[src/rtl/fetch_unit_if.sv]
// Instruction-memory request/response bus between the fetch stage (master) and imem (slave).
interface fetch_unit_if;
    logic        imem_req;
    logic [31:0] imem_addr;
    logic        imem_ready;
    logic        imem_rsp_valid;
    logic [31:0] imem_rsp_data;

    modport master (
        output imem_req, imem_addr,
        input  imem_ready, imem_rsp_valid, imem_rsp_data
    );

    modport slave (
        input  imem_req, imem_addr,
        output imem_ready, imem_rsp_valid, imem_rsp_data
    );
endinterface

[src/rtl/fetch_unit.sv]
// Instruction fetch: owns the PC, issues in-order imem reads, buffers {inst, pc} in a prefetch FIFO.
// Optional backward-taken branch prediction is enabled by defining FETCH_BTFN_PREDICT_EN.
module fetch_unit #(
    parameter logic [31:0] RESET_PC        = 32'h0000_0000,
    parameter int          FIFO_DEPTH      = 4,
    parameter int          MAX_OUTSTANDING = 2
) (
    input  logic         clk,
    input  logic         reset,
    fetch_unit_if.master imem,
    input  logic         stall,
    input  logic         flush,
    input  logic [31:0]  flush_pc,
    output logic         out_valid,
    output logic [63:0]  out_data,
    output logic         out_predict
);
    localparam int PW = $clog2(FIFO_DEPTH);
    localparam int CW = $clog2(FIFO_DEPTH + 1);
    localparam int OW = $clog2(MAX_OUTSTANDING + 1);
    localparam int QW = (MAX_OUTSTANDING > 1) ? $clog2(MAX_OUTSTANDING) : 1;
    localparam logic [31:0] NOP = 32'h0000_0013;

    typedef enum logic [1:0] {IDLE, FETCH, DRAIN} state_e;

    state_e                       state_q, state_d;
    logic [31:0]                  fetch_pc_q, fetch_pc_d;
    logic [OW-1:0]                outst_q, outst_d;
    logic [OW-1:0]                drop_q, drop_d;
    logic [CW-1:0]                cnt_q, cnt_d;
    logic [PW-1:0]                rd_q, wr_q;
    logic [FIFO_DEPTH-1:0][63:0]  fifo_q;
    logic [MAX_OUTSTANDING-1:0][31:0] pcq_q;
    logic [QW-1:0]                pcq_hd_q, pcq_tl_q;

    logic        req, accept, rsp_fire, push, pop, credit_ok, pred_fire;
    logic [31:0] rsp_pc, pred_target;

    function automatic logic [QW-1:0] qnext(input logic [QW-1:0] i);
        return (int'(i) == MAX_OUTSTANDING - 1) ? '0 : i + QW'(1);
    endfunction

    // Responses with nothing outstanding (stale pre-reset traffic) are ignored.
    assign rsp_fire  = imem.imem_rsp_valid && (outst_q != '0);
    assign rsp_pc    = pcq_q[pcq_hd_q];
    assign push      = rsp_fire && (drop_q == '0) && !flush;
    assign out_valid = (cnt_q != '0);
    assign pop       = out_valid && !stall && !flush;
    assign out_data  = out_valid ? fifo_q[rd_q] : {NOP, 32'h0};

    // A FIFO slot is reserved for every in-flight request, so the FIFO cannot overflow.
    assign credit_ok = (int'(outst_q) < MAX_OUTSTANDING) &&
                       (int'(outst_q) + int'(cnt_q) < FIFO_DEPTH);
    assign req       = (state_q == FETCH) && credit_ok && !flush && !pred_fire;
    assign accept    = req && imem.imem_ready;

    assign imem.imem_req  = req;
    assign imem.imem_addr = fetch_pc_q;

`ifdef FETCH_BTFN_PREDICT_EN
    logic [FIFO_DEPTH-1:0] pred_q;
    logic [31:0]           inst;

    assign inst        = imem.imem_rsp_data;
    assign pred_fire   = push && (inst[6:0] == 7'b1100011) && inst[31];
    assign pred_target = rsp_pc + {{19{inst[31]}}, inst[31], inst[7], inst[30:25], inst[11:8], 1'b0};
    assign out_predict = out_valid && pred_q[rd_q];

    always_ff @(posedge clk) begin
        if (push) pred_q[wr_q] <= pred_fire;
    end
`else
    assign pred_fire   = 1'b0;
    assign pred_target = '0;
    assign out_predict = 1'b0;
`endif

    always_comb begin
        state_d    = state_q;
        fetch_pc_d = fetch_pc_q;
        outst_d    = outst_q + OW'(accept) - OW'(rsp_fire);
        drop_d     = drop_q;
        cnt_d      = cnt_q + CW'(push) - CW'(pop);

        if (accept)                     fetch_pc_d = fetch_pc_q + 32'd4;
        if (rsp_fire && drop_q != '0)   drop_d     = drop_q - OW'(1);
        // A predicted branch behaves like a flush that keeps the older FIFO entries.
        if (pred_fire) begin
            fetch_pc_d = pred_target;
            drop_d     = outst_q - OW'(1);
        end
        if (flush) begin
            fetch_pc_d = flush_pc;
            drop_d     = outst_q - OW'(rsp_fire);
            cnt_d      = '0;
        end

        case (state_q)
            IDLE:    state_d = FETCH;
            default: state_d = (drop_d != '0) ? DRAIN : FETCH;
        endcase
    end

    always_ff @(posedge clk) begin
        if (reset) begin
            state_q    <= IDLE;
            fetch_pc_q <= RESET_PC;
            outst_q    <= '0;
            drop_q     <= '0;
            cnt_q      <= '0;
            rd_q       <= '0;
            wr_q       <= '0;
            pcq_hd_q   <= '0;
            pcq_tl_q   <= '0;
        end else begin
            state_q    <= state_d;
            fetch_pc_q <= fetch_pc_d;
            outst_q    <= outst_d;
            drop_q     <= drop_d;
            cnt_q      <= cnt_d;
            if (flush) begin
                rd_q <= '0;
                wr_q <= '0;
            end else begin
                if (push) wr_q <= wr_q + PW'(1);
                if (pop)  rd_q <= rd_q + PW'(1);
            end
            if (accept)   pcq_tl_q <= qnext(pcq_tl_q);
            if (rsp_fire) pcq_hd_q <= qnext(pcq_hd_q);
        end
    end

    always_ff @(posedge clk) begin
        if (push)   fifo_q[wr_q]    <= {imem.imem_rsp_data, rsp_pc};
        if (accept) pcq_q[pcq_tl_q] <= fetch_pc_q;
    end
endmodule

[src/flat_wrapper.sv]
// flat-port wrapper written by rule: the top's interface ports become plain ports
module fetch_unit_flat 
#(
    parameter logic [31:0] RESET_PC        = 32'h0000_0000,
    parameter int          FIFO_DEPTH      = 4,
    parameter int          MAX_OUTSTANDING = 2
)
  (clk, reset, stall, flush, flush_pc, out_valid, out_data, out_predict, imem_imem_req, imem_imem_addr, imem_imem_ready, imem_imem_rsp_valid, imem_imem_rsp_data);
  fetch_unit_if imem_i ();
  input  logic clk;
  input  logic reset;
  input  logic stall;
  input  logic flush;
  input  logic [31:0] flush_pc;
  output logic out_valid;
  output logic [63:0] out_data;
  output logic out_predict;
  output wire logic [$bits(imem_i.imem_req)-1:0] imem_imem_req;
  output wire logic [$bits(imem_i.imem_addr)-1:0] imem_imem_addr;
  input wire logic [$bits(imem_i.imem_ready)-1:0] imem_imem_ready;
  input wire logic [$bits(imem_i.imem_rsp_valid)-1:0] imem_imem_rsp_valid;
  input wire logic [$bits(imem_i.imem_rsp_data)-1:0] imem_imem_rsp_data;
  assign imem_imem_req = imem_i.imem_req;
  assign imem_imem_addr = imem_i.imem_addr;
  assign imem_i.imem_ready = imem_imem_ready;
  assign imem_i.imem_rsp_valid = imem_imem_rsp_valid;
  assign imem_i.imem_rsp_data = imem_imem_rsp_data;
  fetch_unit #(.RESET_PC(RESET_PC), .FIFO_DEPTH(FIFO_DEPTH), .MAX_OUTSTANDING(MAX_OUTSTANDING)) u_core (.clk(clk), .reset(reset), .imem(imem_i), .stall(stall), .flush(flush), .flush_pc(flush_pc), .out_valid(out_valid), .out_data(out_data), .out_predict(out_predict));
endmodule
[config.mk]
export PLATFORM = sky130hd
export DESIGN_NAME = fetch_unit_flat
export DESIGN_NICKNAME = d
export VERILOG_FILES = /design/src/rtl/fetch_unit_if.sv /design/src/rtl/fetch_unit.sv /design/src/flat_wrapper.sv
export SDC_FILE = /design/constraint.sdc
export NUM_CORES = 1
export LEC_CHECK = 0
export BUFFER_PORTS_ARGS = -buffer_cell sky130_fd_sc_hd__buf_2
export CORE_AREA = 2 2 201 252
export CTS_BUF_LIST = sky130_fd_sc_hd__clkbuf_4 sky130_fd_sc_hd__clkbuf_8 sky130_fd_sc_hd__clkbuf_16
export DETAILED_ROUTE_END_ITERATION = 10
export DIE_AREA = 0 0 203 254
export PLACE_DENSITY = 0.48
export REMOVE_ABC_BUFFERS = 1
export SLEW_MARGIN = 20
export SYNTH_ARGS = -nofsm -noshare
export SYNTH_HDL_FRONTEND = slang
export SYNTH_SLANG_ARGS = --single-unit
[constraint.sdc]
create_clock -name clk -period 4.8 [get_ports clk]
set_input_delay 0.48 -clock clk [delete_from_list [all_inputs] [get_ports clk]]
set_output_delay 0.48 -clock clk [all_outputs]
set_load 0.005 [all_outputs]
==> results.sh <==
export IMPL_num_io_pins=169
export IMPL_clkSlewWorstSetupHoldPaths_ps=60
export IMPL_vdd_ir_drop_worst_mv=0.240
export IMPL_critPathBufInv=2
export IMPL_hold_class="input pin to flop"
export IMPL_antenna_found_initial=0
export IMPL_wire_per_inst_um=20.6
export IMPL_finalCriticalPeriod_ps=3190
export IMPL_grt_usage_pct=13.7
export IMPL_grt_pass1_vias=8318
export IMPL_clock_root_buffer="clkbuf_16"
export IMPL_grt_max_degree=65
export IMPL_port_buffers=167
export IMPL_initial_core_util_pct=29.7
export IMPL_period_share_pct=66.5
export IMPL_die_area_um2=51600
export IMPL_drc=0
export IMPL_final_hold_viol_count=0
export IMPL_drv_cap=0
export IMPL_synth_distinct_cells=54
export IMPL_die_h_um=254
export IMPL_final_area_um2=17600
export IMPL_vias_per_cell=4.69
export IMPL_numCtsBuffers=40
export IMPL_synth_top_area_share_pct=66.0
export IMPL_setup_viol=0
export IMPL_fmax_mhz=313
export IMPL_skew_ps=22.8
export IMPL_post_synth_top_count_cell="edfxtp_1"
export IMPL_ys_top_cells_by_area="edfxtp_1 (66%), mux4_2 (9.9%), dfxtp_1 (6.5%)"
export IMPL_vias=7993
export IMPL_crit_path_max_fanout=40
export IMPL_layout_drive_gt1_share_pct=35.3
export IMPL_start_kind="flop"
export IMPL_grt_first_pass_wirelength_um=52700
export IMPL_p_seq_share_pct=50.0
export IMPL_core_area_um2=49100
export IMPL_post_cts_resize_count=0
export IMPL_power_switching_mw=1.79
export IMPL_cpMaxStageDelayCell="dfxtp_4"
export IMPL_rsz0062_at_grt="false"
export IMPL_synth_edff_count=320
export IMPL_synth_ff_type="edfxtp_1"
export IMPL_yosys_warnings=0
export IMPL_yosysSeqAreaShare_pct=72.4
export IMPL_synth_seq_cells=367
export IMPL_cts_buffer_depth=3
export IMPL_syn_area_um2=14600
export IMPL_cts_sinks=367
export IMPL_place_area_um2=16200
export IMPL_post_cts_buffers=0
export IMPL_p_leak_nw=6.03
export IMPL_worst_slew_margin_rel_pct=33.4
export IMPL_drtAntennaViolNets=0
export IMPL_critPathRequiredTime_ps=4320
export IMPL_cts_tree="yes"
export IMPL_crit_chain="buf_4 -> mux4_2 -> and2_1 -> buf_2"
export IMPL_gp_congestion=0.769
export IMPL_die_x_um=203
export IMPL_antenna_cells=0
export IMPL_synthTopCellsByCount="edfxtp_1 (320), and2_1 (70), mux4_2 (64)"
export IMPL_overflow=0
export IMPL_dp_hpwl_um=21500
export IMPL_end_kind="output port"
export IMPL_status="finished clean"
export IMPL_ctsHoldBuffers=0
export IMPL_fin_nets=1104
export IMPL_cp_arrival_ps=2710
export IMPL_clk_latency_ps=540
export IMPL_utilization_pct=35.8
export IMPL_wl_um=35100
export IMPL_dr_pass1_iters=5
export IMPL_dp_cells=1630
export IMPL_cts_htree_levels=2
export IMPL_tightest_slew_ps=999
export IMPL_tns_ps=0
export IMPL_max_stage_delay_ps=960
export IMPL_p_sw_share_pct=23.2
export IMPL_power_density_nw_per_um2=438
export IMPL_internal_power_mw=5.91
export IMPL_stdcell_count=1703
export IMPL_synth_top_area_cell="edfxtp_1"
export IMPL_drt_iter0_markers=490
export IMPL_maxSlewViolCount=0
export IMPL_clkPwrFrac_pct=40.5
export IMPL_postSynthAreaPerCell_um2=17.4
export IMPL_hold_worst_slack_ps=163
export IMPL_synthCells=838
export IMPL_rows=91
export IMPL_async_flop_share_pct=0
export IMPL_areaGrowthSynthToFinish_pct=20.7
export IMPL_crit_type="flop to output port"
export IMPL_combinationalPowerShare_pct=9.5
export IMPL_path_delay_family="flip-flops"
## kinds of logic after synthesis
kind of cell / count (synthesis) / synth area share (%)
DFF: 367 / 72.4
and+or+nand+nor: 208 / 7.82
muxes: 104 / 13.0
AOI/OAI and AO/OA: 77 / 3.48
buffers and inverters: 58 / 1.55
adders and majority gates: 12 / 1.08
xor gates and xnor gates: 11 / 0.661
other: 1 / 0.0257
## flip-flops by register name (all words and copies together) (netlist names)
| register | count |
|---|---|
| u_core.cnt_q | 3 |
| u_core.drop_q | 2 |
| u_core.fifo_q | 256 |
| u_core.imem.imem_addr | 32 |
| u_core.outst_q | 2 |
| u_core.pcq_hd_q | 1 |
| u_core.pcq_q | 64 |
| u_core.pcq_tl_q | 1 |
| u_core.rd_q | 2 |
| u_core.state_q | 2 |
| u_core.wr_q | 2 |
## layer usage
metal | wire length, um | vias to the layer above | GRT usage, %
li1 | - | 3666 | -
met1 | 15100 | 4077 | 17.6
met5 | 0 | - | 0
met2 | 17700 | 196 | 23.4
met3 | 1550 | 54 | 2.42
met4 | 816 | 0 | 4.23
## metrics by stage
stage | setup slack [ps] | power [mW]
global placement | 1870 | 4.65
CTS | 1350 | 7.82
detailed placement | 1810 | 4.66
finish | 1610 | 7.69
global route | 1380 | 8.02
floorplan | 616 | 4.32
## cell usage in the layout (no fill, tap or decap), types with 5 or more instances in the layout
cell       netlist  final
ha_1            11     11
o21ai_0         14     14
and2_1          70     66
or3_1            5      5
nand3_1         16     16
a21oi_1         16     16
mux2_2          36     36
nand2_1         44     44
buf_4            1     12
nand4_1          9      9
clkbuf_16        0     41
nor3_1           7      7
clkbuf_4         0      6
dfxtp_1         47     44
and3_1           6      6
edfxtp_1       320    320
nor2_1          30     29
buf_2            4    167
clkinv_2         0      9
inv_1           18     17
xnor2_1          8      8
o211ai_1         6      6
mux4_2          64     64
a31oi_1         15     15
bufinv_16        0      5
## power groups by stage
| stage | Clock, mW | Combinational (mW) | Sequential (mW) |
|---|---|---|---|
| floorplan | 0 | 0.448 | 3.87 |
| global placement | 0 | 0.733 | 3.91 |
| detailed placement | 0 | 0.741 | 3.92 |
| CTS | 3.22 | 0.746 | 3.85 |
| global route | 3.33 | 0.815 | 3.87 |
| finish | 3.12 | 0.730 | 3.85 |
## final cells by class
class,instances,area [um^2]
timing repair buffer,182,993
clock inverter,25,265
fill,4682,31500
multi-input combinational,413,3810
tap,651,815
sequential,367,10600
inverter,18,67.6
clock buffer,47,1070
## final timing paths
kind	startpoint	endpoint	slack (ps)	cells past startpoint
max	u_core.rd_q[0]$_SDFFE_PP0P_	out_data[37]	1610	4
min	imem_imem_rsp_data[22]	u_core.fifo_q[54]$_DFFE_PP_	160	1
max reg2reg	u_core.imem.imem_addr[2]$_SDFFE_PP0P_	u_core.imem.imem_addr[26]$_SDFFE_PP0P_	2130	6
min reg2reg	u_core.imem.imem_addr[1]$_SDFFE_PP0P_	u_core.pcq_q[33]$_DFFE_PP_	500	0
Note: power is estimated with default switching activity, not from simulation.
